File: src/rtl/latch_bank_ctrl.sv
// Bank of CHANNELS storage elements loaded from a shared data bus. A small FSM opens
// one channel for a programmed number of cycles; MODE picks latch or close-edge flop storage.
module latch_bank_ctrl #(
  parameter int WIDTH    = 4,
  parameter int CHANNELS = 4,
  parameter int LEN_W    = 4,
  parameter int MODE     = 0,
  localparam int CH_W    = (CHANNELS > 1) ? $clog2(CHANNELS) : 1
) (
  input  logic                      clk,
  input  logic                      rst,
  input  logic                      req_valid,
  output logic                      req_ready,
  input  logic [CH_W-1:0]           req_ch,
  input  logic [LEN_W-1:0]          req_len,
  input  logic [WIDTH-1:0]          d,
  output logic [CHANNELS*WIDTH-1:0] q,
  output logic [CHANNELS-1:0]       en,
  output logic                      busy,
  output logic                      done,
  output logic                      err
);

  typedef enum logic [1:0] {
    IDLE  = 2'd0,
    OPEN  = 2'd1,
    CLOSE = 2'd2
  } state_e;

  state_e              state_q, state_d;
  logic [LEN_W-1:0]    cnt_q, cnt_d;
  logic [CHANNELS-1:0] en_q, en_d;
  logic                done_q, done_d;
  logic                err_q, err_d;
  logic                busy_q;
  logic                req_ready_q;
  logic [CHANNELS-1:0] sel_s;
  logic                reject_s;
  logic                close_s;

  // Decode the requested channel; out-of-range indices select nothing and are rejected.
  always_comb begin
    sel_s = {CHANNELS{1'b0}};
    for (int i = 0; i < CHANNELS; i++) begin
      sel_s[i] = ({1'b0, req_ch} == (CH_W+1)'(i));
    end
    reject_s = ({1'b0, req_ch} >= (CH_W+1)'(CHANNELS)) || (req_len == {LEN_W{1'b0}});
    close_s  = (state_q == OPEN) && (cnt_q == LEN_W'(1));
  end

  // Next-state logic: accept in IDLE, count down in OPEN, one-cycle CLOSE.
  always_comb begin
    state_d = state_q;
    cnt_d   = cnt_q;
    en_d    = en_q;
    done_d  = 1'b0;
    err_d   = 1'b0;
    case (state_q)
      IDLE: begin
        if (req_valid) begin
          if (reject_s) begin
            state_d = CLOSE;
            cnt_d   = {LEN_W{1'b0}};
            en_d    = {CHANNELS{1'b0}};
            done_d  = 1'b1;
            err_d   = 1'b1;
          end else begin
            state_d = OPEN;
            cnt_d   = req_len;
            en_d    = sel_s;
          end
        end else begin
          state_d = IDLE;
        end
      end
      OPEN: begin
        if (close_s) begin
          state_d = CLOSE;
          cnt_d   = {LEN_W{1'b0}};
          en_d    = {CHANNELS{1'b0}};
          done_d  = 1'b1;
        end else begin
          cnt_d   = cnt_q - LEN_W'(1);
        end
      end
      CLOSE: begin
        state_d = IDLE;
        en_d    = {CHANNELS{1'b0}};
      end
      default: begin
        state_d = IDLE;
        cnt_d   = {LEN_W{1'b0}};
        en_d    = {CHANNELS{1'b0}};
      end
    endcase
  end

  // Controller state and registered status outputs.
  always_ff @(posedge clk or posedge rst) begin
    if (rst) begin
      state_q     <= IDLE;
      cnt_q       <= {LEN_W{1'b0}};
      en_q        <= {CHANNELS{1'b0}};
      done_q      <= 1'b0;
      err_q       <= 1'b0;
      busy_q      <= 1'b0;
      req_ready_q <= 1'b1;
    end else begin
      state_q     <= state_d;
      cnt_q       <= cnt_d;
      en_q        <= en_d;
      done_q      <= done_d;
      err_q       <= err_d;
      busy_q      <= (state_d != IDLE);
      req_ready_q <= (state_d == IDLE);
    end
  end

  assign req_ready = req_ready_q;
  assign busy      = busy_q;
  assign done      = done_q;
  assign err       = err_q;
  assign en        = en_q;

  for (genvar g = 0; g < CHANNELS; g++) begin : g_ch
    if (MODE == 0) begin : g_lat
      logic [WIDTH-1:0] lat_q;
      // Transparent while the channel strobe is high; reset has priority over the enable.
      always_latch begin
        if (rst) begin
          lat_q <= {WIDTH{1'b0}};
        end else if (en_q[g]) begin
          lat_q <= d;
        end
      end
      assign q[g*WIDTH +: WIDTH] = lat_q;
    end else begin : g_flop
      logic [WIDTH-1:0] cap_q;
      // Capture only at the edge that ends this channel's window.
      always_ff @(posedge clk or posedge rst) begin
        if (rst) begin
          cap_q <= {WIDTH{1'b0}};
        end else if (close_s && en_q[g]) begin
          cap_q <= d;
        end else begin
          cap_q <= cap_q;
        end
      end
      assign q[g*WIDTH +: WIDTH] = cap_q;
    end
  end

endmodule
File: config.mk
export PLATFORM = sky130hd
export DESIGN_NAME = latch_bank_ctrl
export DESIGN_NICKNAME = d
export VERILOG_FILES = /design/src/rtl/latch_bank_ctrl.sv
export SDC_FILE = /design/constraint.sdc
export NUM_CORES = 1
export LEC_CHECK = 0
export ABC_CLOCK_PERIOD_IN_PS = 1870
export CORE_UTILIZATION = 45
export CTS_BUF_LIST = sky130_fd_sc_hd__clkbuf_4 sky130_fd_sc_hd__clkbuf_8
export CTS_CLUSTER_SIZE = 14
export DETAILED_ROUTE_END_ITERATION = 10
export MAX_ROUTING_LAYER = met4
export PLACE_DENSITY_LB_ADDON = 0.3
export REMOVE_ABC_BUFFERS = 1
export SYNTH_ARGS = -nofsm -noshare
export SYNTH_HDL_FRONTEND = slang
export SYNTH_SLANG_ARGS = --single-unit
File: constraint.sdc
create_clock -name clk -period 1.87 [get_ports clk]
set_clock_uncertainty 0.15 [all_clocks]
set_input_delay 0.187 -clock clk [delete_from_list [all_inputs] [get_ports clk]]
set_output_delay 0.187 -clock clk [all_outputs]
set_load 0.02 [all_outputs]
==> qor.yml, run 1 <==
synth_compound_area_frac: 0.0822
slew_violations: 0
unclocked_pins: 16
max_cap_violations: 0
min_period_ns: 1.77
finalCritPeriodShare: 0.946
crit_path_top_delay_cell: "a311oi_2"
synth-xor-area-share: 0.00872
io_pins: 37
grt_pass1_vias: 783
p_leak_nw: 0.628
relSlewSlack: 0.645
final-seq-area_um2: 592
drive_above_1_share: 0.177
yosysTopAreaCellShare: 0.324
fillers: 154
synth_top_family_by_area: "simple AND/OR/NAND/NOR gates"
cp-start-kind: "flop"
rsz0062_at_grt: "false"
synth_fa_ha_area_frac: 0.0249
first_pass_iters: 3
cts_tree: "done"
numCtsBuffers: 3
viasPerCell: 5.07
synth_cells: 88
cp-end-kind: "flop"
arrival_ns: 1.79
path_buf_inv: 1
path_class: "flop to flop"
synth_edf_count: 0
clock_latency_ns: 0.28
hold_viol_final: 0
final_cell_count_no_fill: 157
via_count: 796
synthToLayoutAreaGrowth_pct: 45.1
fp.dieArea_um2: 2430
cts_hold_buf: 0
crit_required_ns: 1.89
syn_area_per_cell_um2: 11.4
yosysUniqueCellTypes: 30
final_util: 0.721
synth_common_cells: "dlxtp_1, dfrtp_1, inv_1, nor2b_1"
max-vdd-ir-drop_uv: 884
ctsResizeCount: 0
power_density_nw_per_um2: 1190
rows: 16
core_um2: 2020
cts_htree_levels: 1
ys_ff_latch: 30
grt_overflow: 0
layout_setup_ws_ns: 0.101
yosysMostFrequentCell: "dlxtp_1"
grt_pass1_wl_um: 3560
multi_input_area_um2: 383
n_antenna_cell: 0
finalWirelength_um: 2020
yosys_warnings: 0
critical-path-top-delay-family: "compound AO/OA/AOI/OAI gates"
grt_usage: 0.197
setup_viol: 0
worstMarginPinSlew_ns: 0.532
dpl.hpwl_um: 1700
ant_nets: 0
die_h_um: 49.3
drt_iter0_markers: 15
gp_congestion: 0.785
grt_antenna_before_repair: 0
nets: 146
worstHoldPathType: "input port to async pin"
cpPeakStageDelay_ns: 0.43
timing.fmax_mhz: 565
fin_area_um2: 1460
netlist_area_um2: 1000
yosysTopAreaCell: "dfrtp_1"
postPlaceCellArea_um2: 1420
async_flop_share: 0.467
initial_core_util: 0.497
pre_cts_ws_ns: -0.0210
path_cells: "inv_1 -> ha_1 -> a311oi_2 -> mux2_2"
path_clk_slew_ns: 0.09
post_cts_buffers: 0
cp_max_fo: 4
synthTopCellsByArea: "dfrtp_1, dlxtp_1, mux2_2"
synthMuxAreaShare: 0.0760
grt_max_degree: 15
root_buffer: "clkbuf_4"
placed_cells: 153
untimed_endpoints: 32
yosys.area_share.simple: 0.189
portBuffers: 36
drc: 0
routedWlPerCell_um: 12.9
cts.path.max_buffers: 2
synthFlopType: "dlxtp_1"
r2r_slack_ns: 0.10
die_w_um: 49.3
outcome: "completed"
## worst register-to-register path, cell delays in order (launching register included)
cell	delay, ns
dfrtp_1	0.38
inv_1	0.09
ha_1	0.22
a311oi_2	0.43
mux2_2	0.39
## cell type report
type                       count  share of cell area
sequential                    30               0.406
inverter                       6              0.0155
tap                           27              0.0232
multi-input combinational     50               0.263
clock buffer                   4              0.0249
timing repair buffer          40               0.268
## power breakdown
part	internal, mW	leakage [nW]	switching, mW
Clock	0.118	0.0210	0.0974
Combinational	0.445	0.309	0.433
Sequential	0.527	0.298	0.121
Total	1.09	0.628	0.652
## stage by stage
stage / power, mW / hold slack [ns] / TNS (ns)
CTS: 1.75 / 0.297 / 0
finish: 1.74 / 0.281 / 0
floorplan: 1.17 / -0.0745 / 0
global route: 1.86 / 0.377 / 0
detailed placement: 1.54 / 0.380 / -0.0648
global placement: 1.49 / 0.362 / 0
## metal layers
layer | up-vias | global-route usage | part of all wire
li1 | 393 | - | -
met1 | 374 | 0.223 | 0.44
met2 | 25 | 0.363 | 0.51
met3 | 4 | 0.0280 | 0.029
met4 | 0 | 0.0441 | 0.010
met5 | - | - | 0
## state kept, by name, indices dropped and copies added, names as in the netlist
name / flops
done: 1
en: 4
cnt_q: 4
req_ready: 1
busy: 1
q: 16
state_q: 2
err: 1
## cell usage in the layout, fill, tap and decap left out, types with 2 or more instances in the layout
cell type	instances
a21oi_1	3
buf_4	4
clkbuf_4	3
clkdlybuf4s50_1	36
dfrtp_1	13
dlxtp_1	16
ha_1	2
inv_1	6
mux2_2	5
mux2i_1	2
nand2_1	4
nand3_1	2
nand3b_1	2
nor2b_1	6
nor4_1	2
nor4b_1	2
o22ai_1	2
or2_2	5
## worst paths after layout
| path | start | end | depth (start not counted) |
|---|---|---|---|
| max | cnt_q[1]$_DFFE_PP0P_ | en[2]$_DFFE_PP0P_ | 4 |
| max reg2reg | cnt_q[1]$_DFFE_PP0P_ | en[2]$_DFFE_PP0P_ | 4 |
| min | rst | busy$_DFF_PP0_ | 2 |
| max in group asynchronous | rst | req_ready$_DFF_PP1_ | 2 |
| min reg2reg | en[3]$_DFFE_PP0P_ | en[3]$_DFFE_PP0P_ | 1 |
| min in group clk | en[3]$_DFFE_PP0P_ | en[3]$_DFFE_PP0P_ | 1 |
## kinds of logic after synthesis
| kind of cell | count (synthesis) |
|---|---|
| and+or+nand+nor | 29 |
| latches | 16 |
| DFF | 14 |
| AOI/OAI and AO/OA | 11 |
| buffers and inverters | 8 |
| muxes | 7 |
| adders and majority gates | 2 |
| xor gates and xnor gates | 1 |
Power figures use the tool's default switching activity.
==> run 2, diff against run 1 <==
--- a/config.mk
+++ b/config.mk
@@ -7,7 +7,7 @@
 export LEC_CHECK = 0
 export ABC_CLOCK_PERIOD_IN_PS = 1870
 export CORE_UTILIZATION = 45
-export CTS_BUF_LIST = sky130_fd_sc_hd__clkbuf_4 sky130_fd_sc_hd__clkbuf_8
+export CTS_BUF_LIST = sky130_fd_sc_hd__clkbuf_2
 export CTS_CLUSTER_SIZE = 14
 export DETAILED_ROUTE_END_ITERATION = 10
 export MAX_ROUTING_LAYER = met4
==> run 2 against run 1 <==
Worst hold slack lost 0.019 ns; non-clock buffer count is the same; sequential share of layout area grew 0.49 points; setup slack lost 0.021 ns; sequential power is essentially flat; largest cell class unchanged; highest routed layer unchanged.
==> qor.yml, run 2 (same netlist as run 1, synthesis figures left out) <==
route.met2.wl_um: 1060
grt_pass1_wl_um: 3590
timing.fmax_mhz: 559
ant_nets: 0
cp-start-kind: "flop"
setup_viol: 0
grt_overflow: 0
final_util: 0.712
final_cell_mix: "clkdlybuf4s50_1, dlxtp_1, dfrtp_1, nor2b_1, inv_1"
synthToLayoutAreaGrowth_pct: 43.3
cp-end-kind: "flop"
core_um2: 2020
drt_iter0_markers: 8
max_cap_violations: 0
viasPerCell: 5.07
cp_max_fo: 4
die_w_um: 49.3
worstMarginPinSlew_ns: 0.530
finalCritPeriodShare: 0.957
root_buffer: "clkbuf_2"
p_leak_nw: 0.621
portBuffers: 36
grt_pass1_vias: 783
finalWirelength_um: 2060
hold_viol_final: 0
grt_max_degree: 15
worstHoldPathType: "input port to async pin"
grt_antenna_before_repair: 0
routedWlPerCell_um: 13.1
rows: 16
drive_above_1_share: 0.169
path_clk_slew_ns: 0.14
grt_usage: 0.202
postPlaceCellArea_um2: 1420
dpl.hpwl_um: 1700
slew_violations: 0
outcome: "completed"
wl_met1_um: 913
die_h_um: 49.3
path_class: "flop to flop"
drc: 0
startpoint: "cnt_q[1]$_DFFE_PP0P_"
largest_reg_flops: 16
cts_htree_levels: 1
nets: 146
cts.path.max_buffers: 2
rr_startpoint: "cnt_q[1]$_DFFE_PP0P_"
fp.dieArea_um2: 2430
ctsResizeCount: 0
dr_wl_met3_um: 70
fillers: 158
relSlewSlack: 0.646
top_layer_used: "met4"
layout_commonest_cell: "clkdlybuf4s50_1"
max-vdd-ir-drop_uv: 887
clock_latency_ns: 0.28
gp_congestion: 0.785
crit_required_ns: 1.89
initial_core_util: 0.497
unclocked_pins: 16
fin_area_um2: 1440
arrival_ns: 1.81
numCtsBuffers: 3
power_density_nw_per_um2: 1160
cts_tree: "done"
first_pass_iters: 5
r2r_slack_ns: 0.08
post_cts_buffers: 0
n_antenna_cell: 0
cts_hold_buf: 0
min_period_ns: 1.79
io_pins: 37
via_count: 796
untimed_endpoints: 32
rsz0062_at_grt: "false"
## run 2: worst max-delay path: stages (launching register included)
cell	delay [ns]
dfrtp_1	0.40
inv_1	0.09
ha_1	0.22
a311oi_2	0.43
mux2_2	0.38
## run 2: metrics by stage
step / hold slack, ns / power [mW] / TNS [ns] / setup WS (ns) / cells
2_1_floorplan: -0.0745 / 1.17 / 0 / 0.235 / 86
3_3_place_gp: 0.362 / 1.49 / 0 / 0.0638 / 153
3_5_place_dp: 0.380 / 1.54 / -0.0648 / -0.0210 / 153
4_1_cts: 0.266 / 1.68 / 0 / 0.0823 / 157
5_1_grt: 0.340 / 1.79 / 0 / 0.00631 / 157
6_report: 0.263 / 1.67 / 0 / 0.0804 / 157
## run 2: final cells by class
| class | count | area [µm²] | share of cell area |
|---|---|---|---|
| Sequential cell | 30 | 592 | 0.411 |
| Multi-Input combinational cell | 50 | 383 | 0.266 |
| Timing Repair Buffer | 40 | 390 | 0.271 |
| Inverter | 6 | 22.5 | 0.0156 |
| Clock buffer | 3 | 15.0 | 0.0104 |
| Tap cell | 27 | 33.8 | 0.0235 |
| Clock inverter | 1 | 3.75 | 0.00261 |
## run 2: layer usage
metal,track usage,vias to the layer above
met5,-,-
met4,0.0735,0
met3,0.0280,2
met2,0.363,30
met1,0.225,374
li1,-,390
## run 2: path summary, 6_finish.rpt
kind,endpoint,depth (start not counted)
setup / recovery,en[2]$_DFFE_PP0P_,4
hold / removal,cnt_q[3]$_DFFE_PP0P_,2
setup reg to reg,en[2]$_DFFE_PP0P_,4
hold reg to reg,en[0]$_DFFE_PP0P_,1
max in group asynchronous,req_ready$_DFF_PP1_,2
min in group clk,en[0]$_DFFE_PP0P_,1
## run 2: power by group
| part | switching, mW | internal [mW] |
|---|---|---|
| combinational | 0.435 | 0.445 |
| clock | 0.0990 | 0.0464 |
| sequential | 0.123 | 0.526 |
